--- config.mk ---
export PLATFORM = sky130hd
export DESIGN_NAME = instruction_cache
export DESIGN_NICKNAME = d
export VERILOG_FILES = /design/src/rtl/icache_pkg.sv /design/src/rtl/icache_array.sv /design/src/rtl/instruction_cache.sv
export SDC_FILE = /design/constraint.sdc
export NUM_CORES = 1
export LEC_CHECK = 0
export ABC_AREA = 1
export ABC_CLOCK_PERIOD_IN_PS = 22400
export CAP_MARGIN = 15
export CORE_ASPECT_RATIO = 1.2
export CORE_MARGIN = 2
export CORE_UTILIZATION = 45
export CTS_BUF_LIST = sky130_fd_sc_hd__clkbuf_8
export CTS_CLUSTER_SIZE = 40
export DETAILED_ROUTE_END_ITERATION = 7
export DONT_BUFFER_PORTS = 1
export SETUP_SLACK_MARGIN = 0.05
export SLEW_MARGIN = 10
export SYNTH_ARGS = -nofsm -noshare
export SYNTH_HDL_FRONTEND = slang
export SYNTH_SLANG_ARGS = --single-unit
--- constraint.sdc ---
create_clock -name CLK -period 22.4 [get_ports CLK]
set_input_delay 3.36 -clock CLK [delete_from_list [all_inputs] [get_ports CLK]]
set_output_delay 3.36 -clock CLK [all_outputs]
set_load 0.005 [all_outputs]
--- src/rtl/icache_pkg.sv ---
// Shared field widths, positions and FSM state encoding for the instruction cache.
// Latency: n/a (types and constants only).
// Backpressure: n/a.
package icache_pkg;

  localparam int MEM_ADDR_W   = 10;
  localparam int INDEX_W      = 3;
  localparam int WORDS_PER_BL = 4;
  localparam int OFFSET_W     = 2;
  localparam int TAG_W        = MEM_ADDR_W - INDEX_W - 4;
  localparam int BLK_ADDR_W   = TAG_W + INDEX_W;
  localparam int NUM_LINES    = 2 ** INDEX_W;
  localparam int WORD_W       = 32;
  localparam int BLOCK_W      = WORD_W * WORDS_PER_BL;

  // Byte-address field positions: [TAG | INDEX | OFFSET | 2'b00]
  localparam int OFFSET_LSB   = 2;
  localparam int INDEX_LSB    = OFFSET_LSB + OFFSET_W;
  localparam int TAG_LSB      = INDEX_LSB + INDEX_W;

  typedef logic [INDEX_W-1:0]    index_t;
  typedef logic [TAG_W-1:0]      tag_t;
  typedef logic [OFFSET_W-1:0]   offset_t;
  typedef logic [BLK_ADDR_W-1:0] blk_addr_t;
  typedef logic [WORD_W-1:0]     word_t;
  typedef logic [BLOCK_W-1:0]    block_t;

  typedef enum logic [1:0] {
    ST_IDLE     = 2'd0,
    ST_MEM_READ = 2'd1,
    ST_UPDATE   = 2'd2
  } state_e;

  // Word 0 sits in the low 32 bits of a block.
  function automatic word_t select_word(input block_t blk, input offset_t off);
    return blk[{off, 5'b00000} +: WORD_W];
  endfunction

endpackage

--- src/rtl/icache_array.sv ---
// Valid/tag/data storage for the direct-mapped instruction cache.
// Latency: read port combinational; write lands on the rising edge with we_i=1.
// Backpressure: none; a write is always accepted. Reset clears valid bits only.
//
// Ports:
//   clk_i, rst_n_i        clock, synchronous active-low reset (valid bits only)
//   rd_index_i            line to read; rd_valid_o/rd_tag_o/rd_block_o follow combinationally
//   we_i, wr_index_i,     line fill: block, tag and valid=1 written together
//   wr_tag_i, wr_block_i
module icache_array
  import icache_pkg::*;
(
  input  logic   clk_i,
  input  logic   rst_n_i,
  input  index_t rd_index_i,
  output logic   rd_valid_o,
  output tag_t   rd_tag_o,
  output block_t rd_block_o,
  input  logic   we_i,
  input  index_t wr_index_i,
  input  tag_t   wr_tag_i,
  input  block_t wr_block_i
);

  logic [NUM_LINES-1:0] valid_q;
  tag_t                 tag_q  [NUM_LINES];
  block_t               data_q [NUM_LINES];

  always_ff @(posedge clk_i) begin
    if (!rst_n_i) begin
      valid_q <= '0;
    end else if (we_i) begin
      valid_q[wr_index_i] <= 1'b1;
    end
  end

  // Tag/data carry no reset: a line is only trusted once its valid bit is set.
  always_ff @(posedge clk_i) begin
    if (we_i) begin
      tag_q[wr_index_i]  <= wr_tag_i;
      data_q[wr_index_i] <= wr_block_i;
    end
  end

  assign rd_valid_o = valid_q[rd_index_i];
  assign rd_tag_o   = tag_q[rd_index_i];
  assign rd_block_o = data_q[rd_index_i];

endmodule

--- src/rtl/instruction_cache.sv ---
// Direct-mapped 8-line x 4-word instruction cache in front of the PC fetch path.
// Latency: zero-cycle hit; a miss with N memory-busy cycles stalls for N+2 cycles after the miss cycle.
// Backpressure: BUSYWAIT stalls the PC on a miss; memory side waits on MEM_BUSYWAIT while MEM_READ is held.
//
// Ports:
//   CLK, RESET          clock, synchronous active-low reset
//   ADDRESS             PC byte address (only [9:2] used)
//   INSTRUCTION         fetched word, valid when BUSYWAIT=0
//   BUSYWAIT            stall request to the PC
//   MEM_READ            block read request, high for the whole MEM_READ state
//   MEM_ADDRESS         latched block address {tag,index} of the missing block
//   MEM_READDATA        128-bit block, word0 in [31:0]
//   MEM_BUSYWAIT        memory busy; data taken on the edge it is sampled low
module instruction_cache
  import icache_pkg::*;
(
  input  logic                  CLK,
  input  logic                  RESET,
  input  logic [31:0]           ADDRESS,
  output logic [WORD_W-1:0]     INSTRUCTION,
  output logic                  BUSYWAIT,
  output logic                  MEM_READ,
  output logic [BLK_ADDR_W-1:0] MEM_ADDRESS,
  input  logic [BLOCK_W-1:0]    MEM_READDATA,
  input  logic                  MEM_BUSYWAIT
);

  state_e    state_q, state_d;
  blk_addr_t mem_addr_q, mem_addr_d;
  block_t    fill_q, fill_d;

  offset_t addr_off;
  index_t  addr_index;
  tag_t    addr_tag;
  logic    unused_addr_bits;

  logic    rd_valid;
  tag_t    rd_tag;
  block_t  rd_block;
  logic    hit;
  logic    array_we;

  assign addr_off   = ADDRESS[OFFSET_LSB +: OFFSET_W];
  assign addr_index = ADDRESS[INDEX_LSB  +: INDEX_W];
  assign addr_tag   = ADDRESS[TAG_LSB    +: TAG_W];
  // Upper PC bits fall outside the instruction memory; low two are always 0.
  assign unused_addr_bits = ^{ADDRESS[31:MEM_ADDR_W], ADDRESS[OFFSET_LSB-1:0]};

  icache_array u_array (
    .clk_i      (CLK),
    .rst_n_i    (RESET),
    .rd_index_i (addr_index),
    .rd_valid_o (rd_valid),
    .rd_tag_o   (rd_tag),
    .rd_block_o (rd_block),
    .we_i       (array_we),
    .wr_index_i (mem_addr_q[INDEX_W-1:0]),
    .wr_tag_i   (mem_addr_q[BLK_ADDR_W-1:INDEX_W]),
    .wr_block_i (fill_q)
  );

  assign hit = rd_valid && (rd_tag == addr_tag);

  // Fill always targets the latched block address, so PC wander during a
  // refill cannot redirect the write.
  assign array_we = (state_q == ST_UPDATE);

  always_comb begin
    state_d    = state_q;
    mem_addr_d = mem_addr_q;
    fill_d     = fill_q;
    case (state_q)
      ST_IDLE: begin
        if (!hit) begin
          state_d    = ST_MEM_READ;
          mem_addr_d = {addr_tag, addr_index};
        end
      end
      ST_MEM_READ: begin
        if (!MEM_BUSYWAIT) begin
          state_d = ST_UPDATE;
          fill_d  = MEM_READDATA;
        end
      end
      ST_UPDATE: state_d = ST_IDLE;
      default:   state_d = ST_IDLE;
    endcase
  end

  always_ff @(posedge CLK) begin
    if (!RESET) begin
      state_q    <= ST_IDLE;
      mem_addr_q <= '0;
    end else begin
      state_q    <= state_d;
      mem_addr_q <= mem_addr_d;
    end
  end

  always_ff @(posedge CLK) begin
    fill_q <= fill_d;
  end

  assign MEM_READ    = (state_q == ST_MEM_READ);
  assign MEM_ADDRESS = mem_addr_q;

  // In IDLE the stall follows the hit comparison directly, giving the
  // zero-cycle hit and the same-cycle stall on a miss.
  assign BUSYWAIT    = RESET && ((state_q != ST_IDLE) || !hit);
  assign INSTRUCTION = RESET ? select_word(rd_block, addr_off) : '0;

endmodule

==> summary.md <==
| Metric | Value |
|---|---|
| Die width | `between 200 and 300 um` |
| Cell taking the most area after synthesis | `edfxtp_1` |
| Fin crit share | `a little over half` |
| # clock sinks | `1192` |
| Crit path kind | `in -> out` |
| Synthesized area | `~0.046 mm2` |
| WP buf/inv | `3` |
| Share of cells above drive strength 1 | `under 10%` |
| Family with the most delay on the worst path | `buffers and inverters` |
| Hold path endpoint | `u_array.valid_q[0]$_SDFFE_PN0P_` |
| Unrepaired setup endpoints after global routing | `no` |
| Status | `complete, but fails checks` |
| Worst reg2reg setup slack | `around 19 ns` |
| DRT antenna net count | `0` |
| Initial antenna violation count | `34` |
| R2R depth | `9` |
| I/O Pins | `203` |
| Yosys cell types | `24` |
| First-pass GRT wire length | `roughly 180000 um` |
| Final core occ | `between 40% and 50%` |
| Hold wc startpoint | `u_array.valid_q[0]$_SDFFE_PN0P_` |
| Post-DR vias/cell | `roughly 5.9` |
| Final nets | `3399` |
| Clock transition at the registers of the reported paths | `approximately 0.060 ns` |
| Die area | `0.104 mm2` |
| Worst-Skew Late Latency | `0.86 ns` |
| Cts bufs inserted | `roughly 180` |
| Final HPWL DP | `about 60000 um` |
| Register area | `between 0.03 and 0.04 mm2` |
| Vias after detailed routing | `around 27000` |
| TritonRoute pass-1 iters | `6` |
| R2R Path End | `u_array.data_q[3][76]$_DFFE_PP_` |
| Largest net degree at the start of global routing | `between 500 and 600` |
| Max-slew violation count | `60` |
| WL/cell | `between 20 and 30 um` |
| Number of core rows | `around 130` |
| CP max FO | `between 500 and 600` |
| Max_slew headroom | `-1.75%` |
| Grt ovf | `0` |
| GPL Wtd Cong | `between 0.7 and 0.8` |
| Clock Tree Root | `clkbuf_8` |
| CP cell instances | `inv_8 -> buf_4 -> buf_4 -> nor2_1 -> nor2_1 -> a21oi_1 -> a21oi_1 -> o21ai_1 -> nand2_1 -> nor2_1 -> nor2_1` |
| Static leakage | `about 16 nW` |
| Top cell type's share of synthesized area | `between 70% and 80%` |
| Pwr dens | `86.6 mW/mm2` |
| Final Skew | `0.0398 ns` |
| Syn avg cell area | `around 14 um2` |
| Final setup vio count | `0` |
| Mapped Nets | `about 3400` |
| Startpoint class of the critical path | `input pin` |
| Max stage delay cell, worst path | `inv_8` |
| Vias in the first global route | `27200` |
| Worst Path Required | `between 15 and 20 ns` |
| H-tree depth | `4` |
| Post-cts sizing count | `0` |
| Ys flop type | `edfxtp_1` |
| Most frequent cells after synthesis | `1176 x edfxtp_1, 636 x nor2_1, 531 x o21ai_0` |
| Initial Util | `45.5%` |
| Total track usage | `23.0%` |
| Fillers | `about 8400` |
| Failing checks | `max-slew violations` |
| Setup bufs post-CTS | `0` |
| Area growth from synthesis to layout | `9.23%` |
| Setup TNS | `0 ns` |
| CP arrival | `approximately 8.5 ns` |
| Max_cap viols | `0` |
| Cell with the most instances after synthesis | `edfxtp_1` |
| Multi-input logic area | `between 0.008 and 0.009 mm2` |
| Initial drt markers | `2777` |
| Die height | `roughly 350 um` |
| Syn Inst Count | `between 3000 and 4000` |
| Final hold violations | `0` |
| Dominant cells by area after synthesis | `edfxtp_1 77%, o21ai_0 5.8%, nor2_1 5.2%` |
| DR DRC count | `0` |
| Yosys reg bits | `roughly 1200` |
| Port Buf Inserts | `0` |
| Post-Route WL | `121000 um` |
| R2r startpoint | `state_q[1]$_SDFFE_PN0P_` |
| Most frequent CP cell | `nor2_1` |
| CTS tree | `done` |
| Fmax | `between 80 and 90 MHz` |
| Async set or reset register ratio after synthesis | `0%` |
| Hold-critical path depth | `2` |
| Seq/Total Area, Yosys | `roughly four fifths` |
| Worst vdd rail ir drop | `~0.00006 V` |
| Crit-path max cell delay | `around 1.3 ns` |
| Max Buffers Root-to-Sink | `3` |
| Synth warn | `0` |
| Hold buffer count at cts | `0` |
| Setup crit end kind | `output pin` |
| Core area | `0.100 mm2` |
| Hold crit path type | `reg -> reg` |
| Post-synth EDFFs | `between 1000 and 1500` |
| Worst slew pin tran | `between 1.5 and 2 ns` |
| Post-layout min period | `~12 ns` |
==> flip-flops by register name, indices dropped and copies added, names as in the netlist <==
register and cells:
state_q 2, MEM_ADDRESS 6, u_array.valid_q 8, u_array.data_q 1024
fill_q 128, u_array.tag_q 24
==> routing by layer <==
layer | routed length, um | global-route usage (%)
met1 | 48000 | 29.4
met2 | 60100 | 38.6
met3 | 9150 | 4.81
met4 | 3440 | 8.30
met5 | 50 | 0
==> power by group <==
| group | switching [W] | internal (W) | leakage, nW |
|---|---|---|---|
| combinational | 0.000123 | 0.0000483 | 3.35 |
| sequential | 0.0000288 | 0.00248 | 10.7 |
| clock | 0.000818 | 0.000810 | 1.90 |
==> final cells by class <==
class,count,share of cell area [%]
antenna,9,0.0452
multi-input combinational,1766,17.5
inverter,59,0.483
clock inverter,138,1.39
sequential,1192,71.6
timing repair buffer,33,0.548
tap,1290,3.24
clock buffer,187,5.17
==> worst min-delay path, cell delays in order, from the launching register on <==
cell,delay (ns)
dfxtp_1,0.32
nor2_1,0.05
nor2_1,0.07
==> how the worst max path moves through the flow <==
stage	start	to	slack, ns	cells past startpoint
detailed placement	ADDRESS[4]	INSTRUCTION[20]	11.55	11
floorplan	MEM_BUSYWAIT	fill_q[0]$_DFFE_PP_	9.57	1
CTS	ADDRESS[4]	INSTRUCTION[20]	11.55	11
finish	ADDRESS[4]	INSTRUCTION[6]	10.50	11
global route	ADDRESS[4]	INSTRUCTION[20]	10.73	11
global placement	ADDRESS[4]	INSTRUCTION[20]	11.59	11
==> layout by cell type (no fill, tap or decap), types with 44 or more instances in the layout <==
master,netlist,layout
o221ai_1,176,176
nand2_1,140,140
inv_1,56,119
clkbuf_8,0,187
clkinv_1,2,44
a21oi_1,46,46
edfxtp_1,1176,1176
o22ai_1,61,61
o21ai_0,531,531
nor2_1,636,628
nand3_1,129,129
==> cells by family (layout without fill, tap and decap cells) <==
family	Yosys count	after routing	share of synthesized area [%]
other	0	9	0
AND/OR/NAND/NOR	910	910	7.87
AO/OA/AOI/OAI	856	856	11.1
buffers and inverters	289	417	2.80
flip-flops	1192	1192	78.2
==> through the flow <==
step	total power [W]	instance area (um2)	setup WS, ns	std cells	hold WS, ns
3_5_place_dp	0.00273	46500	11.55	4340	0.460
6_report	0.00431	49800	10.50	4674	0.468
3_3_place_gp	0.00272	46500	11.59	4340	0.450
4_1_cts	0.00434	49800	11.55	4665	0.474
5_1_grt	0.00446	49800	10.73	4670	0.501
2_1_floorplan	0.00269	45600	9.57	3247	0.440
Power figures use the tool's default switching activity.
